## src/rtl/vgafb_fetch_sched.sv

```systemverilog
// Frame fetch scheduler for the VGA framebuffer.
// Walks the framebuffer in 32-byte FML bursts once per frame, issuing a burst
// whenever the pixel FIFO has room for four more 64-bit words.
module vgafb_fetch_sched #(
  parameter int fml_depth       = 26,
  parameter int fifo_depth_log2 = 6
) (
  input  logic                       sys_clk,
  input  logic                       sys_rst,
  input  logic                       vga_rst,
  input  logic                       frame_start,
  input  logic [fml_depth-1:0]       baseaddress,
  output logic                       baseaddress_ack,
  input  logic [17:0]                nbursts,
  input  logic [fifo_depth_log2:0]   fifo_level,
  output logic [fml_depth-1:0]       fml_adr,
  output logic                       fml_stb,
  input  logic                       fml_ack,
  output logic                       fifo_we,
  output logic                       frame_late
);

  typedef enum logic [2:0] {
    S_IDLE,
    S_WAIT_FRAME,
    S_CHECK,
    S_REQ,
    S_DATA
  } state_t;

  // A burst is only requested when the FIFO can absorb all four beats.
  localparam logic [fifo_depth_log2:0] LEVEL_MAX =
    (fifo_depth_log2+1)'((1 << fifo_depth_log2) - 4);

  state_t                 state_q;
  logic [fml_depth-1:0]   addr_cur_q;
  logic [17:0]            remaining_q;
  logic [1:0]             beats_q;      // beats still to deliver after the current one
  logic                   restart_q;    // new frame arrived while a burst was in flight
  logic                   stop_q;       // fetch disabled while a burst was in flight
  logic                   fml_stb_q;
  logic [fml_depth-1:0]   fml_adr_q;
  logic                   fifo_we_q;
  logic                   baseaddress_ack_q;
  logic                   frame_late_q;

  // Burst addresses are 32-byte aligned; the low five address bits are dropped.
  logic [fml_depth-1:0] base_aligned;
  logic [fml_depth-1:0] addr_inc;
  assign base_aligned = baseaddress & ~fml_depth'(31);
  assign addr_inc     = addr_cur_q + fml_depth'(32);

  assign fml_stb         = fml_stb_q;
  assign fml_adr         = fml_adr_q;
  assign fifo_we         = fifo_we_q;
  assign baseaddress_ack = baseaddress_ack_q;
  assign frame_late      = frame_late_q;

  // Fetch sequencer: frame bookkeeping, burst handshake and all registered outputs.
  always_ff @(posedge sys_clk) begin
    if (sys_rst) begin
      // NOTE: every register here is state, so all assignments are non-blocking
      // to keep each read seeing the value from before this clock edge.
      state_q           <= S_IDLE;
      addr_cur_q        <= '0;
      remaining_q       <= '0;
      beats_q           <= '0;
      restart_q         <= 1'b0;
      stop_q            <= 1'b0;
      fml_stb_q         <= 1'b0;
      fml_adr_q         <= '0;
      fifo_we_q         <= 1'b0;
      baseaddress_ack_q <= 1'b0;
      frame_late_q      <= 1'b0;
    end else begin
      baseaddress_ack_q <= 1'b0;
      frame_late_q      <= 1'b0;

      unique case (state_q)
        S_IDLE: begin
          if (!vga_rst) state_q <= S_WAIT_FRAME;
        end

        S_WAIT_FRAME: begin
          if (vga_rst) begin
            state_q <= S_IDLE;
          end else if (frame_start) begin
            addr_cur_q        <= base_aligned;
            remaining_q       <= nbursts;
            baseaddress_ack_q <= 1'b1;
            state_q           <= S_CHECK;
          end
        end

        S_CHECK: begin
          if (vga_rst) begin
            state_q <= S_IDLE;
          end else if (frame_start) begin
            // Nothing in flight: abandon the old frame and restart at once.
            frame_late_q      <= 1'b1;
            addr_cur_q        <= base_aligned;
            remaining_q       <= nbursts;
            baseaddress_ack_q <= 1'b1;
          end else if (remaining_q == '0) begin
            state_q <= S_WAIT_FRAME;
          end else if (fifo_level <= LEVEL_MAX) begin
            fml_stb_q <= 1'b1;
            fml_adr_q <= addr_cur_q;
            state_q   <= S_REQ;
          end
        end

        S_REQ: begin
          // The request is never withdrawn; disable/restart only take effect
          // once the burst has been fully delivered.
          if (vga_rst) begin
            stop_q <= 1'b1;
          end else if (frame_start && !stop_q) begin
            frame_late_q <= 1'b1;
            restart_q    <= 1'b1;
          end
          if (fml_ack) begin
            fml_stb_q   <= 1'b0;
            fifo_we_q   <= 1'b1;
            beats_q     <= 2'd3;
            addr_cur_q  <= addr_inc;
            remaining_q <= remaining_q - 18'd1;
            state_q     <= S_DATA;
          end
        end

        S_DATA: begin
          if (beats_q != 2'd0) begin
            beats_q <= beats_q - 2'd1;
            if (vga_rst) begin
              stop_q <= 1'b1;
            end else if (frame_start && !stop_q) begin
              frame_late_q <= 1'b1;
              restart_q    <= 1'b1;
            end
          end else begin
            fifo_we_q <= 1'b0;
            restart_q <= 1'b0;
            stop_q    <= 1'b0;
            if (vga_rst || stop_q) begin
              state_q <= S_IDLE;
            end else if (restart_q || frame_start) begin
              if (frame_start) frame_late_q <= 1'b1;
              addr_cur_q        <= base_aligned;
              remaining_q       <= nbursts;
              baseaddress_ack_q <= 1'b1;
              state_q           <= S_CHECK;
            end else begin
              state_q <= S_CHECK;
            end
          end
        end

        default: state_q <= S_IDLE;
      endcase
    end
  end

endmodule

```

## config.mk

```make
export PLATFORM = sky130hd
export DESIGN_NAME = vgafb_fetch_sched
export DESIGN_NICKNAME = d
export VERILOG_FILES = /design/src/rtl/vgafb_fetch_sched.sv
export SDC_FILE = /design/constraint.sdc
export NUM_CORES = 1
export LEC_CHECK = 0
export BUFFER_PORTS_ARGS = -buffer_cell sky130_fd_sc_hd__buf_2
export CAP_MARGIN = 20
export CORE_UTILIZATION = 57
export DETAILED_ROUTE_END_ITERATION = 8
export GPL_ROUTABILITY_DRIVEN = 0
export GPL_TIMING_DRIVEN = 0
export PLACE_DENSITY = 0.82
export SLEW_MARGIN = 20
export SYNTH_ARGS = -nofsm -noshare
export SYNTH_HDL_FRONTEND = slang
export SYNTH_SLANG_ARGS = --single-unit
export TNS_END_PERCENT = 5
```

## constraint.sdc

```tcl
create_clock -name sys_clk -period 5.9 [get_ports sys_clk]
set_clock_uncertainty 0.2 [all_clocks]
set_input_delay 0.59 -clock sys_clk [delete_from_list [all_inputs] [get_ports sys_clk]]
set_output_delay 0.59 -clock sys_clk [all_outputs]
set_load 0.01 [all_outputs]
```

* Yosys cells after proc, flatten, opt, wreduce, memory -nomap -nowiden
Index checks and enable logic that the tools add are counted.
** Word-level totals
- Flip-flop bits (word level) :: 81
- Latch bits :: 0
- Memory bits (writable) :: 0
- Memory bits (read-only) :: 0
- Bits of input ports :: 56
- Output and inout bits :: 30
- Logic and storage cells :: 110
- Memories kept :: 0
** Cells by class
- Add/sub/neg operators :: 3
- Multipliers :: 0
- Divide/modulo/power cells :: 0
- Magnitude comparators :: 1
- Equality and inequality tests :: 19
- Shifts and indexed selects :: 0
- Muxes and demuxes :: 56
- Bitwise operators :: 3
- Reduce and logical (&&, ||, !) cells :: 17
** Operators by type and width (number)
- two-way mux 26 bit :: 6
- two-way mux 18 bit :: 6
- one-hot mux 26 bit (3 select lines) :: 1
- one-hot mux 18 bit (3 select lines) :: 1
- two-way mux 3 bit :: 9
- adder 26 x 6 -> 26 bit (second input constant) :: 1
- two-way mux 1 bit :: 22
- inequality test 2 bit (second input constant) :: 11
- logical NOT 18 bit :: 1
- subtractor 18 x 1 -> 18 bit (second input constant) :: 1
- one-hot mux 3 bit (5 select lines) :: 1
- AND reduction 6 bit :: 2
- one-hot mux 1 bit (2 select lines) :: 5
- less-or-equal comparator 7 x 6 -> 1 bit (second input constant) :: 1
- AND reduction 7 bit :: 1
- == test 3 x 2 -> 1 bit (second input constant) :: 2
- two-way mux 2 bit :: 3
- inequality test 3 bit (second input constant) :: 2
- AND reduction 3 bit :: 2
- nonzero test 2 bit :: 3
- AND reduction 5 bit :: 1
- inequality test 4 bit (second input constant) :: 1
- one-hot mux 2 bit (2 select lines) :: 1
- == test 3 x 1 -> 1 bit (second input constant) :: 1
- 11 further kinds :: 14

* Depth between registers and ports, before layout
- Word-level depth :: 6
- Depth in mapped cells :: 8
- Depth with buffers taken out :: 6

* Worst setup path after synthesis
Ideal clock, no wire load.
- Kind :: reg2reg
- From :: reg remaining_q[8]
- To :: reg fml_adr_q[24], in the netlist fml_adr[24]
- Library setup time :: 0.121 ns
- Arrival :: 1.949 ns
- Data required time :: 5.579 ns
- Path slack :: 3.630 ns
- Stages on the path, launching flop included :: 8
- Buffers on the path :: 3
- Period minus slack after synthesis :: 2.270 ns
- Cells stage by stage :: dfxtp_1 > buf_6 > or4_4 > or2_0 > o211a_1 > buf_6 > buf_8 > mux2_4
** On the way
- Longest elaborated chain between the ends :: 3
** Ends and longest elaborated chain
- start, declared :: line 37 : logic [17:0] remaining_q;
- start signal, assigned :: line 89 : remaining_q <= nbursts;
- start signal, assigned :: line 102 : remaining_q <= nbursts;
- start signal, assigned :: line 127 : remaining_q <= remaining_q - 18'd1;
- logical NOT 18 bit :: line 104 : end else if (remaining_q == '0) begin
- inverter 1 bit (no line)
- AND reduction 5 bit (no line)
- end signal, assigned :: line 108 : fml_adr_q <= addr_cur_q;
- end, declared :: line 42 : logic [fml_depth-1:0] fml_adr_q;
Every way passes these cells.
A chain may end at the register's enable or synchronous reset.

* Worst setup path in the final report
- From :: reg state_q[1]
- To :: reg remaining_q[7]
** On the way
- Longest elaborated chain between the ends :: 4
- Elaborated cells between the ends (all ways) :: 14
- Classes of those cells :: eq/ne (10); mux (1); reduce/logical (3)
** Ends and longest elaborated chain
- start, declared :: line 35 : state_t state_q;
- start signal, assigned :: line 64 : state_q <= S_IDLE;
- start signal, assigned :: line 81 : if (!vga_rst) state_q <= S_WAIT_FRAME;
- start signal, assigned :: line 86 : state_q <= S_IDLE;
- == test 3 x 2 -> 1 bit or == test 3 x 1 -> 1 bit (tied branches) :: line 79 : unique case (state_q)
- OR reduction 2 bit (no line)
- inequality test 2 x 1 -> 1 bit (no line), or another cell as far along
- AND reduction 7 bit (no line)
Several ways; a longest one is shown, not always the timed one.

==> impl_metrics.py <==
metrics = {
    "pwr": {
        "power.switching_mw": 0.366,
        "total_power_mw": 1.14,
        "sequentialPowerShare": 0.462,
        "p_int_mw": 0.775,
        "power_density_nw_per_um2": 236,
        "swShare": 0.321,
        "static-leakage-power_nw": 1.83,
        "vdd_ir_drop_max_v": 0.000164,
        "combinationalPowerShare": 0.226,
        "power.clock.fraction": 0.312,
    },
    "timing": {
        "final_hold_viol_count": 0,
        "timing.final.max_slew_violations": 0,
        "final.setup.tns_ps": 0,
        "fmax_mhz": 361,
        "timing.final.crit_share": 0.469,
        "tightest_slew_ps": 1040,
        "setup_ws_ps": 3130,
        "max-slew-margin-rel": 0.297,
        "timing.final.setup_violations": 0,
        "rsz0062_at_grt": "false",
        "finalWorstPathRequiredPeriod_ps": 2770,
    },
    "worst_hold_path": {
        "worstHoldPathType": "flop to flop",
    },
    "route": {
        "drt_first_pass_iters": 8,
        "initialDrtViolationCount": 694,
        "detailroute.via_count": 4765,
        "drc": 0,
        "route.final.wire_length_mm": 13.3,
        "final_antenna_net_count": 0,
        "wire_per_inst_um": 18.9,
        "route.detailed.vias_per_inst": 6.75,
    },
    "critical_path": {
        "most_numerous_cell_on_the_critical_path": "sky130_fd_sc_hd__clkbuf_1",
        "timing.critical_path.buf_inv": 3,
        "worst_setup_path_end_kind": "flop",
        "critical_path_peak_fanout": 10,
        "cp_slowest_cell": "sky130_fd_sc_hd__clkbuf_1",
        "cp.arrival_ps": 2830,
        "crit_path_start_kind": "flop",
        "crit_required_ps": 5960,
        "slowest_delay_ps": 580,
        "type_of_the_worst_setup_path": "flop to flop",
        "crit_chain": "clkbuf_1 -> nor2_1 -> o2111ai_1 -> clkbuf_1 -> clkbuf_1 -> a21oi_1 -> o32ai_1",
        "path_delay_family": "buffers and inverters",
    },
    "clocking": {
        "cts-buffers-inserted": 9,
        "cts-resized-gates": 0,
        "total_number_of_h_tree_levels": 3,
        "cts_tree": "yes",
        "cts_root_buffer": "sky130_fd_sc_hd__clkbuf_8",
        "cts_hold_repair.buffers": 0,
        "cts_max_path_bufs": 2,
        "clk_pin_slew_ps": 70,
        "clkLatencyLatePin_ps": 360,
        "sink_count": 71,
        "postCtsSetupBuffers": 0,
    },
    "grt": {
        "pin_count_of_the_biggest_net_entering_global_routing": 11,
        "total_global_routing_overflow": 0,
        "number_of_global_route_vias_before_repair": 4339,
        "grtUsageTotal": 0.359,
        "grt_antenna_before_repair": 0,
        "grt_first_pass_wirelength_mm": 21.1,
    },
    "yosys": {
        "most_common_flop_cell_mapped_by_yosys": "sky130_fd_sc_hd__dfxtp_1",
        "yosys_register_bits": 71,
        "yosysTopAreaCellShare": 0.340,
        "synth_compound_area_frac": 0.260,
        "synth_top_family_by_area": "compound AO/OA/AOI/OAI gates",
        "yosys.cell_types.count": 67,
        "post_synth_arst_share": 0,
        "synth_fa_ha_area_frac": 0.0144,
        "mappedNetlistArea_um2": 4180,
        "synth.yosys.warnings": 0,
        "netlist_top_cells_area": "sky130_fd_sc_hd__dfxtp_1, sky130_fd_sc_hd__nand2_1, sky130_fd_sc_hd__mux2i_1",
        "yosysMostFrequentCell": "sky130_fd_sc_hd__dfxtp_1",
        "post_synth_inst_count": 518,
        "simple_gate_area_share_of_the_yosys_netlist": 0.254,
        "synth.area.mux_share": 0.0545,
        "synth_common_cells": "sky130_fd_sc_hd__dfxtp_1, sky130_fd_sc_hd__nand2_1, sky130_fd_sc_hd__clkbuf_1",
        "number_of_flops_mapped_to_enable_cells_by_yosys": 0,
        "synth-seq-area-share": 0.340,
        "synth-xor-area-share": 0,
        "yosys.area.top_type": "sky130_fd_sc_hd__dfxtp_1",
        "syn_avg_cell_area_um2": 8.06,
    },
    "floorplan": {
        "die_area_um2": 7670,
        "initial_core_utilization": 0.601,
        "fp-row-count": 30,
        "boundaryPins": 86,
        "die_x_um": 87.6,
        "die_y_um": 87.6,
        "core_area_um2": 6940,
    },
    "place": {
        "place.port_buffers": 74,
        "placedInstanceArea_um2": 4680,
        "preCtsSetupSlack_ps": 3100,
        "hpwl_mm": 9.32,
    },
    "layout": {
        "flip_flop_and_latch_area_um2": 1420,
        "multi_input_gate_area_um2": 2450,
        "net_count_final": 667,
        "drive_above_1_share": 0.182,
        "synthToLayoutAreaGrowth_pct": 16.0,
        "antenna_cells": 0,
        "fin_util": 0.698,
        "num-fill-cells": 599,
        "finish.instance_area_um2": 4840,
    },
    "status": {
        "status": "complete, no violations",
    },
    "run": {
        "drv_cap": 0,
    },
}
routing by layer:
layer  GRT usage  up-vias  part of all wire
met5           0        -                 0
met4       0.182        0             0.039
met3      0.0905       65              0.13
met2       0.577      379              0.45
met1       0.449     2178              0.38
li1            -     2143                 -
stage by stage:
| stage | hold slack (ps) | std cells |
|---|---|---|
| 2_1_floorplan | 250 | 522 |
| 3_3_place_gp | 243 | 692 |
| 3_5_place_dp | 248 | 692 |
| 4_1_cts | 259 | 706 |
| 5_1_grt | 283 | 706 |
| 6_report | 259 | 706 |
area by class of cell:
cell class | instances | share of cell area
buffer | 54 | 0.0522
clock buffer | 13 | 0.0328
clock inverter | 1 | 0.00103
inverter | 17 | 0.0132
multi-input combinational | 380 | 0.506
sequential | 71 | 0.293
tap | 96 | 0.0248
timing repair buffer | 74 | 0.0764
flip-flops by register name, indices dropped and copies added (netlist names), 2 cells and up:
register / flops
addr_cur_q: 21
fml_adr: 21
remaining_q: 18
beats_q: 2
state_q: 3
worst register-to-register path: stages, from the launching register on:
cell and delay [ps]:
sky130_fd_sc_hd__dfxtp_1 430, sky130_fd_sc_hd__clkbuf_1 330, sky130_fd_sc_hd__nor2_1 140, sky130_fd_sc_hd__o2111ai_1 130
sky130_fd_sc_hd__clkbuf_1 500, sky130_fd_sc_hd__clkbuf_1 590, sky130_fd_sc_hd__a21oi_1 190, sky130_fd_sc_hd__o32ai_1 180
path summary, 6_finish.rpt:
path,depth (start not counted),end,slack (ps),from
worst max-delay path,7,remaining_q[7],3130,state_q[1]
worst min-delay path,2,fml_adr[7],260,fml_adr[7]
worst max register to register,7,remaining_q[7],3130,state_q[1]
worst min register to register,2,fml_adr[7],260,fml_adr[7]
power groups by stage:
stage | sequential [mW] | combinational (mW) | clock [mW]
global placement | 0.535 | 0.241 | 0
CTS | 0.525 | 0.249 | 0.352
global route | 0.530 | 0.279 | 0.370
finish | 0.527 | 0.258 | 0.356
floorplan | 0.530 | 0.177 | 0
detailed placement | 0.536 | 0.247 | 0
cell families after synthesis:
group / after synthesis
AOI/OAI and AO/OA: 148
muxes: 22
DFF: 71
buffers and inverters: 71
adders and majority gates: 5
other: 1
and+or+nand+nor: 200
cells in the final DEF, fill, tap and decap left out, types with 4 or more instances in the layout:
cell                        count
sky130_fd_sc_hd__mux2i_1       19
sky130_fd_sc_hd__buf_1          5
sky130_fd_sc_hd__o31a_1         4
sky130_fd_sc_hd__o21ai_0       12
sky130_fd_sc_hd__nor3b_1        6
sky130_fd_sc_hd__nand4_1       14
sky130_fd_sc_hd__o22ai_1        8
sky130_fd_sc_hd__nor2b_1       11
sky130_fd_sc_hd__ha_1           4
sky130_fd_sc_hd__conb_1         5
sky130_fd_sc_hd__nand3_1       12
sky130_fd_sc_hd__nor3_1        20
sky130_fd_sc_hd__nand2_1       63
sky130_fd_sc_hd__clkbuf_8      11
sky130_fd_sc_hd__dfxtp_1       71
sky130_fd_sc_hd__o211ai_1       5
sky130_fd_sc_hd__a2bb2oi_1      6
sky130_fd_sc_hd__and4_1         6
sky130_fd_sc_hd__buf_2         75
sky130_fd_sc_hd__inv_1         17
sky130_fd_sc_hd__o32ai_1       19
sky130_fd_sc_hd__a221oi_1       9
sky130_fd_sc_hd__nor2_1        26
sky130_fd_sc_hd__clkbuf_1      41
sky130_fd_sc_hd__and2_1         5
sky130_fd_sc_hd__a31oi_1        8
sky130_fd_sc_hd__nor4_1        13
sky130_fd_sc_hd__buf_4          6
sky130_fd_sc_hd__a21oi_1       30
sky130_fd_sc_hd__a22oi_1       14
Note: power is estimated with default switching activity, not from simulation.
